## config.mk

```make
export PLATFORM = sky130hd
export DESIGN_NAME = booth_integration_core_flat
export DESIGN_NICKNAME = d
export VERILOG_FILES = /design/src/rtl/booth_pkg.sv /design/src/rtl/booth_integration_core_if.sv /design/src/rtl/booth_seq_mult.sv /design/src/rtl/booth_integration_core.sv /design/src/flat_wrapper.sv
export SDC_FILE = /design/constraint.sdc
export NUM_CORES = 1
export LEC_CHECK = 0
export CAP_MARGIN = 10
export CORE_AREA = 5 5 185 187
export DETAILED_ROUTE_END_ITERATION = 7
export DIE_AREA = 0 0 190 192
export GPL_TIMING_DRIVEN = 0
export PLACE_DENSITY = 0.54
export SLEW_MARGIN = 20
export SYNTH_ARGS = -nofsm -noshare
export SYNTH_HDL_FRONTEND = slang
export SYNTH_SLANG_ARGS = --single-unit
```

## constraint.sdc

```tcl
create_clock -name clk -period 8.1 [get_ports clk]
set_clock_uncertainty 0.05 [all_clocks]
set_input_delay 2.43 -clock clk [delete_from_list [all_inputs] [get_ports clk]]
set_output_delay 2.43 -clock clk [all_outputs]
set_load 0.05 [all_outputs]
```

## src/rtl/booth_pkg.sv

```systemverilog
// Shared constants and types for the Booth multiplier wrapper.
package booth_pkg;

  localparam int DEFAULT_WIDTH = 32;
  localparam int CNT_W         = $clog2(DEFAULT_WIDTH + 1);

  typedef enum logic [1:0] {
    IDLE = 2'd0,
    RUN  = 2'd1,
    DONE = 2'd2
  } state_t;

  // Bits needed to hold a step count of w down to zero.
  function automatic int cnt_width(input int w);
    return $clog2(w + 1);
  endfunction

endpackage

```

## src/rtl/booth_integration_core_if.sv

```systemverilog
// Operand / product bundle between the operand sources and the multiplier wrapper.
interface booth_integration_core_if #(
  parameter int WIDTH = booth_pkg::DEFAULT_WIDTH
);

  logic [WIDTH-1:0]   input1;
  logic [WIDTH-1:0]   input2;
  logic [2*WIDTH-1:0] output1;

  modport master (output input1, output input2, input output1);
  modport slave  (input input1, input input2, output output1);

endinterface

```

## src/rtl/booth_seq_mult.sv

```systemverilog
// Sequential radix-2 Booth datapath: one add/subtract plus arithmetic shift per cycle.
// The accumulator is one bit wider than the operands so that the most negative
// multiplicand can be negated without overflow.
module booth_seq_mult
  import booth_pkg::*;
#(
  parameter int WIDTH = DEFAULT_WIDTH
) (
  input  logic               clk,
  input  logic               rst_n,
  input  logic               start,
  input  logic               abort,
  input  logic [WIDTH-1:0]   multiplicand,
  input  logic [WIDTH-1:0]   multiplier,
  output logic               done,
  output logic [2*WIDTH-1:0] product
);

  localparam int CW = cnt_width(WIDTH);

  logic [WIDTH:0]   acc_q;
  logic [WIDTH:0]   m_q;
  logic [WIDTH:0]   sum;
  logic [WIDTH-1:0] q_q;
  logic             qm1_q;
  logic [CW-1:0]    cnt_q;

  // Booth recode of {Q[0], q_m1}: add, subtract or pass the accumulator.
  always_comb begin
    sum = acc_q;
    case ({q_q[0], qm1_q})
      2'b01:   sum = acc_q + m_q;
      2'b10:   sum = acc_q - m_q;
      default: sum = acc_q;
    endcase
  end

  // Load on start, stop on abort, otherwise step while steps remain.
  always_ff @(posedge clk or negedge rst_n) begin
    if (!rst_n) begin
      acc_q <= '0;
      m_q   <= '0;
      q_q   <= '0;
      qm1_q <= 1'b0;
      cnt_q <= '0;
    end else if (start) begin
      acc_q <= '0;
      m_q   <= {multiplicand[WIDTH-1], multiplicand};
      q_q   <= multiplier;
      qm1_q <= 1'b0;
      cnt_q <= CW'(WIDTH);
    end else if (abort) begin
      cnt_q <= '0;
    end else if (cnt_q != '0) begin
      acc_q <= {sum[WIDTH], sum[WIDTH:1]};
      q_q   <= {sum[0], q_q[WIDTH-1:1]};
      qm1_q <= q_q[0];
      cnt_q <= cnt_q - CW'(1);
    end
  end

  // done flags the cycle whose step is the final one.
  assign done    = (cnt_q == CW'(1));
  assign product = {acc_q[WIDTH-1:0], q_q};

endmodule

```

## src/rtl/booth_integration_core.sv

```systemverilog
// Free-running signed multiplier wrapper: recomputes whenever the operands
// differ from the last latched pair and holds the product on a register.
//
// state | meaning
// IDLE  | result valid (or never computed); watching for an operand change
// RUN   | Booth datapath stepping, one bit per cycle
// DONE  | final step finished; product is written to output1
//
// An operand mismatch is acted on from any state, so a new computation always
// starts on the first edge that sees new operands and the result lands a fixed
// 34 edges (WIDTH=32) after the last change, even if the change interrupts RUN.
module booth_integration_core
  import booth_pkg::*;
#(
  parameter int WIDTH = DEFAULT_WIDTH
) (
  input  logic                     clk,
  input  logic                     rst_n,
  booth_integration_core_if.slave  bus
);

  state_t             state_q;
  state_t             state_d;
  logic [WIDTH-1:0]   opa_q;
  logic [WIDTH-1:0]   opb_q;
  logic               loaded_q;
  logic [2*WIDTH-1:0] out_q;
  logic               mismatch;
  logic               start;
  logic               abort;
  logic               out_we;
  logic               dp_done;
  logic [2*WIDTH-1:0] dp_product;

  assign mismatch = !loaded_q || ({bus.input1, bus.input2} != {opa_q, opb_q});

  // State register.
  always_ff @(posedge clk or negedge rst_n) begin
    if (!rst_n) state_q <= IDLE;
    else        state_q <= state_d;
  end

  // Next-state logic.
  always_comb begin
    state_d = state_q;
    if (mismatch) begin
      state_d = RUN;
    end else begin
      case (state_q)
        IDLE:    state_d = IDLE;
        RUN:     state_d = dp_done ? DONE : RUN;
        DONE:    state_d = IDLE;
        default: state_d = IDLE;
      endcase
    end
  end

  // FSM outputs: datapath control and output-register write enable.
  always_comb begin
    start  = mismatch;
    abort  = (state_q == RUN) && mismatch;
    out_we = (state_q == DONE);
  end

  // Latch the operand pair each computation is working on.
  always_ff @(posedge clk or negedge rst_n) begin
    if (!rst_n) begin
      opa_q    <= '0;
      opb_q    <= '0;
      loaded_q <= 1'b0;
    end else if (mismatch) begin
      opa_q    <= bus.input1;
      opb_q    <= bus.input2;
      loaded_q <= 1'b1;
    end
  end

  // Product register, updated only on DONE so partial values never escape.
  always_ff @(posedge clk or negedge rst_n) begin
    if (!rst_n)      out_q <= '0;
    else if (out_we) out_q <= dp_product;
  end

  assign bus.output1 = out_q;

  booth_seq_mult #(
    .WIDTH (WIDTH)
  ) u_mult (
    .clk          (clk),
    .rst_n        (rst_n),
    .start        (start),
    .abort        (abort),
    .multiplicand (bus.input1),
    .multiplier   (bus.input2),
    .done         (dp_done),
    .product      (dp_product)
  );

endmodule

```

## src/flat_wrapper.sv

```systemverilog
// flat-port wrapper written by rule: the top's interface ports become plain ports
module booth_integration_core_flat import booth_pkg::*;
#(
  parameter int WIDTH = DEFAULT_WIDTH
)
  (clk, rst_n, bus_input1, bus_input2, bus_output1);
  booth_integration_core_if #(.WIDTH(WIDTH)) bus_i ();
  input  logic clk;
  input  logic rst_n;
  input wire logic [$bits(bus_i.input1)-1:0] bus_input1;
  input wire logic [$bits(bus_i.input2)-1:0] bus_input2;
  output wire logic [$bits(bus_i.output1)-1:0] bus_output1;
  assign bus_i.input1 = bus_input1;
  assign bus_i.input2 = bus_input2;
  assign bus_output1 = bus_i.output1;
  booth_integration_core #(.WIDTH(WIDTH)) u_core (.clk(clk), .rst_n(rst_n), .bus(bus_i));
endmodule
```

# Word-level counts from Yosys, hierarchy flattened
# Cells that the tools add are included.
# totals
ff_bits,235
inputBits,66
out_inout_bits,64
elab_cells,43
# classes
addsub,3
eq_ne,7
n_mux,16
n_reduce_logical,7
# ops
operator,n
33-bit 2-to-1 mux,3
32-bit 2-to-1 mux,3
33-bit case mux with 2 select lines,1
64-bit inequality test,1
33-bit adder,1
33-bit subtractor,1
6-bit 2-to-1 mux,3
6-bit by 1-bit equality test with 1-bit output (second input constant),1
2-bit 2-to-1 mux,3
6-bit nonzero test,1
6-bit by 1-bit subtractor with 6-bit output (second input constant),1
2-bit by 1-bit equality test with 1-bit output (second input constant),2
2-bit equality test (second input constant),2
1-bit 2-to-1 mux,3
3-bit nonzero test,1
2-bit by 1-bit inequality test with 1-bit output (second input constant),1
2-bit AND reduction,1
2-bit nonzero test,1
1-bit logical AND,1
1-bit logical NOT,1
1-bit logical OR,1

# Depth between registers and ports, before layout
# Gate-level depths: netlist of the first run.
# depth
ltp_word,5
ltp_mapped,19
depth_no_buf,17

# Cells and area by module
# Synthesis of the first run repeated with hierarchy kept, for this count alone.
# unflattened
cells_unflattened,1176
hier_area_um2,12124.1
# by_module_without_submodules
module,instances,cells_each,area_each_um2,seq_area_each_um2
booth_seq_mult,1,790,6961.7,2577.5
booth_integration_core,1,386,5162.5,3278.1

# Worst setup path before layout of the first run
# OpenSTA, ideal clock, no wires.
# synth_path
path_kind,in2reg
start,in bus_input1[29]
end,reg u_core.u_mult.q_q[28]
setup_ns,0.125
arrival_ns,4.285
t_required_ns,7.925
setup_slack_ns,3.640
path_stages,8
path_buffers,1
cell_sequence,xnor2_1 > o221a_1 > o2111ai_1 > nor4_1 > nand4_1 > nor4_4 > buf_4 > mux2_2
# synth_between
elab_chain_cells,5
word_cells_on_any_way,7
cone_classes,eq/ne (2); mux (1); reduce/logical (4)
# synth_lines
element,line_no,text
start: declaration,flat_wrapper.sv:10,input wire logic [$bits(bus_i.input1)-1:0] bus_input1;
64-bit inequality test *,booth_integration_core.sv:35,"assign mismatch = !loaded_q || ({bus.input1, bus.input2} != {opa_q, opb_q});"
1-bit logical OR *,booth_integration_core.sv:35,
1-bit logical AND,booth_integration_core.sv:61,abort = (state_q == RUN) && mismatch;
2-bit by 1-bit inequality test with 1-bit output (no source line),--,
2-bit AND reduction (no source line),--,
end signal: assignment,booth_seq_mult.sv:49,q_q <= multiplier;
end signal: assignment,booth_seq_mult.sv:56,"q_q <= {sum[0], q_q[WIDTH-1:1]};"
end: declaration,booth_seq_mult.sv:24,logic [WIDTH-1:0] q_q;
# Every way passes the cells marked *; elsewhere a longest branch is shown, timed or not.
# A chain may end at the register's enable or synchronous reset.

# Final worst setup path of the first run
# layout_path
start,in bus_input2[28]
end,reg u_core.u_mult.q_q[28]
# layout_between
elab_chain_cells,5
word_cells_on_any_way,7
cone_classes,eq/ne (2); mux (1); reduce/logical (4)
# layout_lines
element,line_no,text
start: declaration,flat_wrapper.sv:11,input wire logic [$bits(bus_i.input2)-1:0] bus_input2;
64-bit inequality test,booth_integration_core.sv:35,
1-bit logical OR,booth_integration_core.sv:35,
1-bit logical AND,booth_integration_core.sv:61,
2-bit by 1-bit inequality test with 1-bit output (no source line),--,
2-bit AND reduction (no source line),--,
# Several ways; a longest one is shown, not always the timed one.

==> results of run 1 <==
==> metrics by stage <==
stage	power [uW]	hold slack, ps	cells	util (%)
global route	2590	463	1726	42.9
global placement	1340	427	1681	40.1
finish	2490	447	1726	42.9
floorplan	1220	447	1110	-
CTS	2520	455	1726	42.9
detailed placement	1340	441	1683	40.3
==> area by class of cell <==
class,count,area (sq um),area share (%)
Multi-Input combinational cell,762,5460,39.4
Tap cell,442,553,3.99
Clock buffer,36,727,5.25
Timing Repair Buffer,131,1350,9.76
Inverter,36,135,0.976
Sequential cell,202,5050,36.5
Buffer,110,445,3.22
Clock inverter,7,128,0.921
==> layer usage <==
layer	vias to the layer above	global-route usage, %	wire length (microns)
met5	-	0	60
met4	10	5.84	1190
met3	76	4.20	2050
met2	230	30.0	15600
met1	4221	25.1	15300
li1	4168	-	-
==> synth_stat cells, types with 19 or more instances <==
| cell type | number | share of area (%) |
|---|---|---|
| a21oi_1 | 68 | 3.1 |
| clkbuf_1 | 98 | 3.3 |
| dfrtp_1 | 202 | 46 |
| ha_1 | 36 | 4.1 |
| inv_1 | 35 | 1.2 |
| mux2_2 | 87 | 8.8 |
| nand2_1 | 132 | 4.5 |
| nor2_1 | 64 | 2.2 |
| nor3_1 | 19 | 0.86 |
| o21ai_0 | 35 | 1.6 |
| xnor2_1 | 59 | 4.7 |
| xor2_1 | 44 | 3.5 |
==> worst max-delay path, cell delays in order <==
cell and delay, ps:
clkdlybuf4s50_1 560, xor2_1 210, nor4_1 780, nand4_1 290
nor3_1 250, nand4_1 180, nor4_4 570, buf_4 330
mux2_2 360
==> registers in the layout (all words and copies together) (netlist names) <==
name	cells
u_core.u_mult.q_q	32
u_core.u_mult.qm1_q	1
u_core.state_q	2
u_core.bus.output1	64
u_core.opb_q	32
u_core.opa_q	32
u_core.u_mult.cnt_q	6
u_core.u_mult.acc_q	32
u_core.loaded_q	1
==> cell usage in the layout (no fill, tap or decap), types with 15 or more instances in the layout <==
cell / count
nand2_1: 132
xnor2_1: 59
clkdlybuf4s50_1: 128
a21oi_1: 68
nor3_1: 19
nor4_1: 15
mux2_2: 87
dfrtp_1: 202
clkbuf_16: 25
inv_1: 35
o211ai_1: 18
nor2_1: 64
mux2i_1: 17
xor2_1: 44
o21ai_0: 35
ha_1: 36
clkbuf_1: 103
==> logic make-up after synthesis <==
| kind of cell | Yosys count | synth area share, % |
|---|---|---|
| AND/OR/NAND/NOR | 303 | 13.4 |
| XOR/XNOR | 103 | 8.13 |
| buffers and inverters | 146 | 5.23 |
| AO/OA/AOI/OAI | 212 | 12.8 |
| adder cells (fa/ha/maj) | 37 | 4.24 |
| flip-flops | 202 | 45.6 |
| other | 1 | 0.0338 |
| multiplexers | 106 | 10.6 |
==> final timing paths <==
kind	endpoint	depth (start not counted)
worst max register to register	u_core.u_mult.acc_q[28]$_DFFE_PN0P_	16
min in group asynchronous	u_core.bus.output1[40]$_DFFE_PN0N_	1
worst max-delay path	u_core.u_mult.q_q[28]$_DFFE_PN0P_	9
worst min register to register	u_core.bus.output1[55]$_DFFE_PN0N_	2
worst min-delay path	u_core.bus.output1[55]$_DFFE_PN0N_	2
max in group asynchronous	u_core.bus.output1[5]$_DFFE_PN0N_	3
==> power by group <==
group / switching (uW) / internal (uW)
registers: 24.6 / 1030
clock network: 451 / 717
logic: 149 / 114
==> results.cfg, run 1 <==
[logic_synthesis]
yosys_warnings = 0
synthesis.nets = 1213
postSynthCellCount = 1110
synth.ff_latch_count = 202
ys_types = 74
syn_area_sq_um = 11100
synthArstFlopShare_pct = 100
ys_seq_area_share_pct = 45.6
synth_edf_count = 0
syn_area_per_cell_sq_um = 9.99
synth-main-ff-cell = dfrtp_1

[critical_path]
end_kind = flip-flop
crit_start = bus_input2[28]
cp.arrival_ps = 5980
worstPathMaxFanout = 10
r2r_start = u_core.opa_q[10]$_DFFE_PN0N_
r2r_slack_ps = 3040
cp-start-kind = input pin
critPathRequiredTime_ps = 8480
setup.worst_path.class = input pin to flip-flop

[route]
dr.pass1.iters = 5
routed_wl_microns = 34200
first_iter_violations = 471
drtAntennaViolNets = 0
avgViaCountPerCell = 5.04
avgRoutedWirePerCell_microns = 19.8
vias = 8705
drc = 0

[placed_design]
port_buffers = 129
dp_hpwl_microns = 25800
place_area_sq_um = 13000
gp_congestion = 0.898
preCtsSetupSlack_ps = 1970

[cts]
cts_buffers = 25
hold_buffers = 0
root_buffer = clkbuf_16
clkTransAtPathRegs_ps = 60
h-tree-depth = 1
clk-insertion-delay-late_ps = 550
cts_setup_buffers = 0
tritoncts = built
post_cts_resized = 0
clock_path_buffers = 3
clock_sinks = 202

[outcome]
outcome = complete, no violations

[finish]
areaGrowthSynthToFinish_pct = 24.9
drive_gt1_share_pct = 12.6
num_antenna_cells = 0
final_nets = 1371
n_fill_cell = 3132
fin_area_sq_um = 13900

[floorplan]
core_sq_um = 32300
initial_core_util_pct = 34.4
ioPinCount = 130
design.die.area_sq_um = 36500
die_y_microns = 192
num_rows = 66
die_w_microns = 190

[sta]
fin_crit_sh_pct = 69.2
max_clock_freq_mhz = 179
finalSetupViolCount = 0
setup_slack_ps = 2500
period_needed_ps = 5600
slew_headroom_pct = 28.8
rsz0062_at_grt = no
setup_tns_ps = 0
hold_violations = 0
worstMarginPinSlew_ps = 1070
slew_viol_final = 0

[min_path]
hold_path.class = flip-flop to flip-flop
min-delay-start = u_core.bus.output1[55]$_DFFE_PN0N_

[global_routing]
grt_pass1_vias = 8924
antenna_found_initial = 5
grt_max_degree = 96
overflow = 0
gr-usage-all-layers_pct = 18.6
grt_pass1_wl_microns = 53000

[pwr]
p_per_area_nw_per_um2 = 180
p_leak_uw = 0.00604
ir_worst_vdd_uv = 137

[run]
drv_cap = 0
Note: power is estimated with default switching activity, not from simulation.
==> inputs of run 2 (changes only) <==
PLACE_DENSITY = 0.55   (was 0.54)
clock period = 4.85 ns   (was 8.1 ns; I/O delays follow)
==> run 2 against run 1 <==
Effect of this change:
- wire length down 0.83%
- core utilization up 0.38 points
- first-iteration DRC count down 1.3%
- critical path type is now flip-flop to flip-flop
- flip-flop and latch count unchanged
- cell count up 0.46%
- worst hold slack worse by 18 ps
- clock-buffer cell count down 2
- critical endpoint is now u_core.u_mult.acc_q[31]$_DFFE_PN0P_
- sequential share of layout area down 0.31 points
- combinational power up 68%
==> results.cfg, run 2 (synthesis results as in run 1) <==
[route]
vias = 8689
routed_wl_microns = 33900
drtAntennaViolNets = 0
first_iter_violations = 465
avgViaCountPerCell = 5.01
dr.pass1.iters = 4
drc = 0
avgRoutedWirePerCell_microns = 19.6

[floorplan]
initial_core_util_pct = 34.4
design.die.area_sq_um = 36500
die_y_microns = 192
num_rows = 66
ioPinCount = 130
core_sq_um = 32300
die_w_microns = 190

[cts]
hold_buffers = 0
clock_path_buffers = 3
clock_sinks = 202
tritoncts = built
clkTransAtPathRegs_ps = 60
root_buffer = clkbuf_16
cts_buffers = 25
h-tree-depth = 1
clk-insertion-delay-late_ps = 540

[pwr]
p_leak_uw = 0.00609
ir_worst_vdd_uv = 265
finalPower_uw = 4150
p_per_area_nw_per_um2 = 297

[sta]
hold_violations = 0
slew_viol_final = 0
worstMarginPinSlew_ps = 1080
finalSetupViolCount = 0
slew_headroom_pct = 27.7
fin_crit_sh_pct = 97.0
max_clock_freq_mhz = 213
period_needed_ps = 4700
rsz0062_at_grt = yes

[finish]
final_common_cell = dfrtp_1
areaGrowthSynthToFinish_pct = 26.0
layout_common_cells = dfrtp_1, nand2_1, clkdlybuf4s50_1
drive_gt1_share_pct = 14.0
fin_area_sq_um = 14000
final_nets = 1374
n_fill_cell = 3138
largest_reg_flops = 64

[global_routing]
overflow = 0
gr-usage-all-layers_pct = 18.4
antenna_found_initial = 9
grt_pass1_wl_microns = 52000
grt_pass1_vias = 8742
grt_max_degree = 91

[critical_path]
worstPathMaxFanout = 7
setup.worst_path.class = flip-flop to flip-flop
cpMaxStageDelayCell = or4_4
cp.arrival_ps = 5110
critPathRequiredTime_ps = 5260
crit_chain = or4_4 -> or4_4 -> or3_4 -> nor3_4 -> a21oi_1 -> xnor2_2 -> ha_2 -> a211oi_2 -> o21ai_1 -> nor4_1 -> o211ai_1 -> a41oi_1 -> xnor2_1 -> or4_1 -> a21oi_1
worst-r2r-cell-count = 15
end_kind = flip-flop
slowest_delay_ps = 580
cp-start-kind = flip-flop

[placed_design]
place_area_sq_um = 13000
dp_hpwl_microns = 25700
port_buffers = 129
gp_congestion = 0.901

[outcome]
outcome = complete, no violations

[min_path]
hold_path.class = flip-flop to flip-flop
hold_path_depth = 2

[run]
drv_cap = 0
run 2: cell types whose count changed in the layout (fill, tap and decap cells not counted), moves of 3 or more:
| cell | before | now |
|---|---|---|
| buf_4 | 3 | 7 |
| clkinv_4 | 0 | 3 |
| ha_1 | 36 | 33 |
| ha_2 | 0 | 3 |
| nor3b_2 | 3 | 0 |
| nor3b_4 | 0 | 3 |
| o21ai_0 | 35 | 32 |
run 2: worst max-delay path, delay by kind of cell (launching register included):
| family | cells | cell delay (ps) |
|---|---|---|
| AOI/OAI and AO/OA | 6 | 1160 |
| xor gates and xnor gates | 2 | 360 |
| adders and majority gates | 1 | 370 |
| DFF | 1 | 460 |
| and+or+nand+nor | 6 | 2230 |
run 2: stage by stage:
step / TNS, ps / hold WS (ps) / std cells / util (%) / setup WS [ps]
5_1_grt: -21.4 / 466 / 1733 / 43.3 / -21.4
6_report: 0 / 429 / 1734 / 43.3 / 147
3_5_place_dp: -18140 / 423 / 1683 / 40.3 / -388
2_1_floorplan: 0 / 447 / 1110 / - / 475
4_1_cts: 0 / 437 / 1732 / 43.1 / 8.02
3_3_place_gp: -1365670 / 420 / 1681 / 40.1 / -6700
run 2: repair_timing:
item | CTS | global route
resized for setup | 7 | 13
setup endpoints to repair | 3 | 8
buffers inserted | 4 | 0
cloned | 0 | 0
pin swaps | 4 | 5
run 2: final timing paths:
check                                                   start                             endpoint  slack [ps]
min in group asynchronous                               rst_n   u_core.bus.output1[36]$_DFFE_PN0N_         730
max in group asynchronous                               rst_n         u_core.opa_q[10]$_DFFE_PN0N_        2870
setup reg to reg                 u_core.opa_q[10]$_DFFE_PN0N_  u_core.u_mult.acc_q[31]$_DFFE_PN0P_         150
hold reg to reg            u_core.bus.output1[55]$_DFFE_PN0N_   u_core.bus.output1[55]$_DFFE_PN0N_         430
hold / removal             u_core.bus.output1[55]$_DFFE_PN0N_   u_core.bus.output1[55]$_DFFE_PN0N_         430
setup / recovery                 u_core.opa_q[10]$_DFFE_PN0N_  u_core.u_mult.acc_q[31]$_DFFE_PN0P_         150
run 2: layout make-up:
| class | instances | area, sq um | area share (%) |
|---|---|---|---|
| Clock buffer | 34 | 699 | 5.01 |
| Sequential cell | 202 | 5060 | 36.2 |
| Timing Repair Buffer | 135 | 1380 | 9.89 |
| Multi-Input combinational cell | 762 | 5530 | 39.6 |
| Tap cell | 442 | 553 | 3.96 |
| Antenna cell | 2 | 5.00 | 0.0358 |
| Clock inverter | 12 | 166 | 1.19 |
| Inverter | 36 | 135 | 0.967 |
| Buffer | 109 | 443 | 3.17 |
run 2: per-layer routing:
layer	up-vias	global-route usage (%)	wire length (microns)
li1	4191	-	-
met1	4210	24.3	15200
met2	215	30.3	15700
met3	57	4.63	2120
met4	16	4.59	839
met5	-	0	100
run 2: report_power, final:
group	internal, uW	leakage, uW	switching [uW]
clock network	1180	0.000419	763
registers	1730	0.00259	41.8
logic	193	0.00308	249
total	3100	0.00609	1050
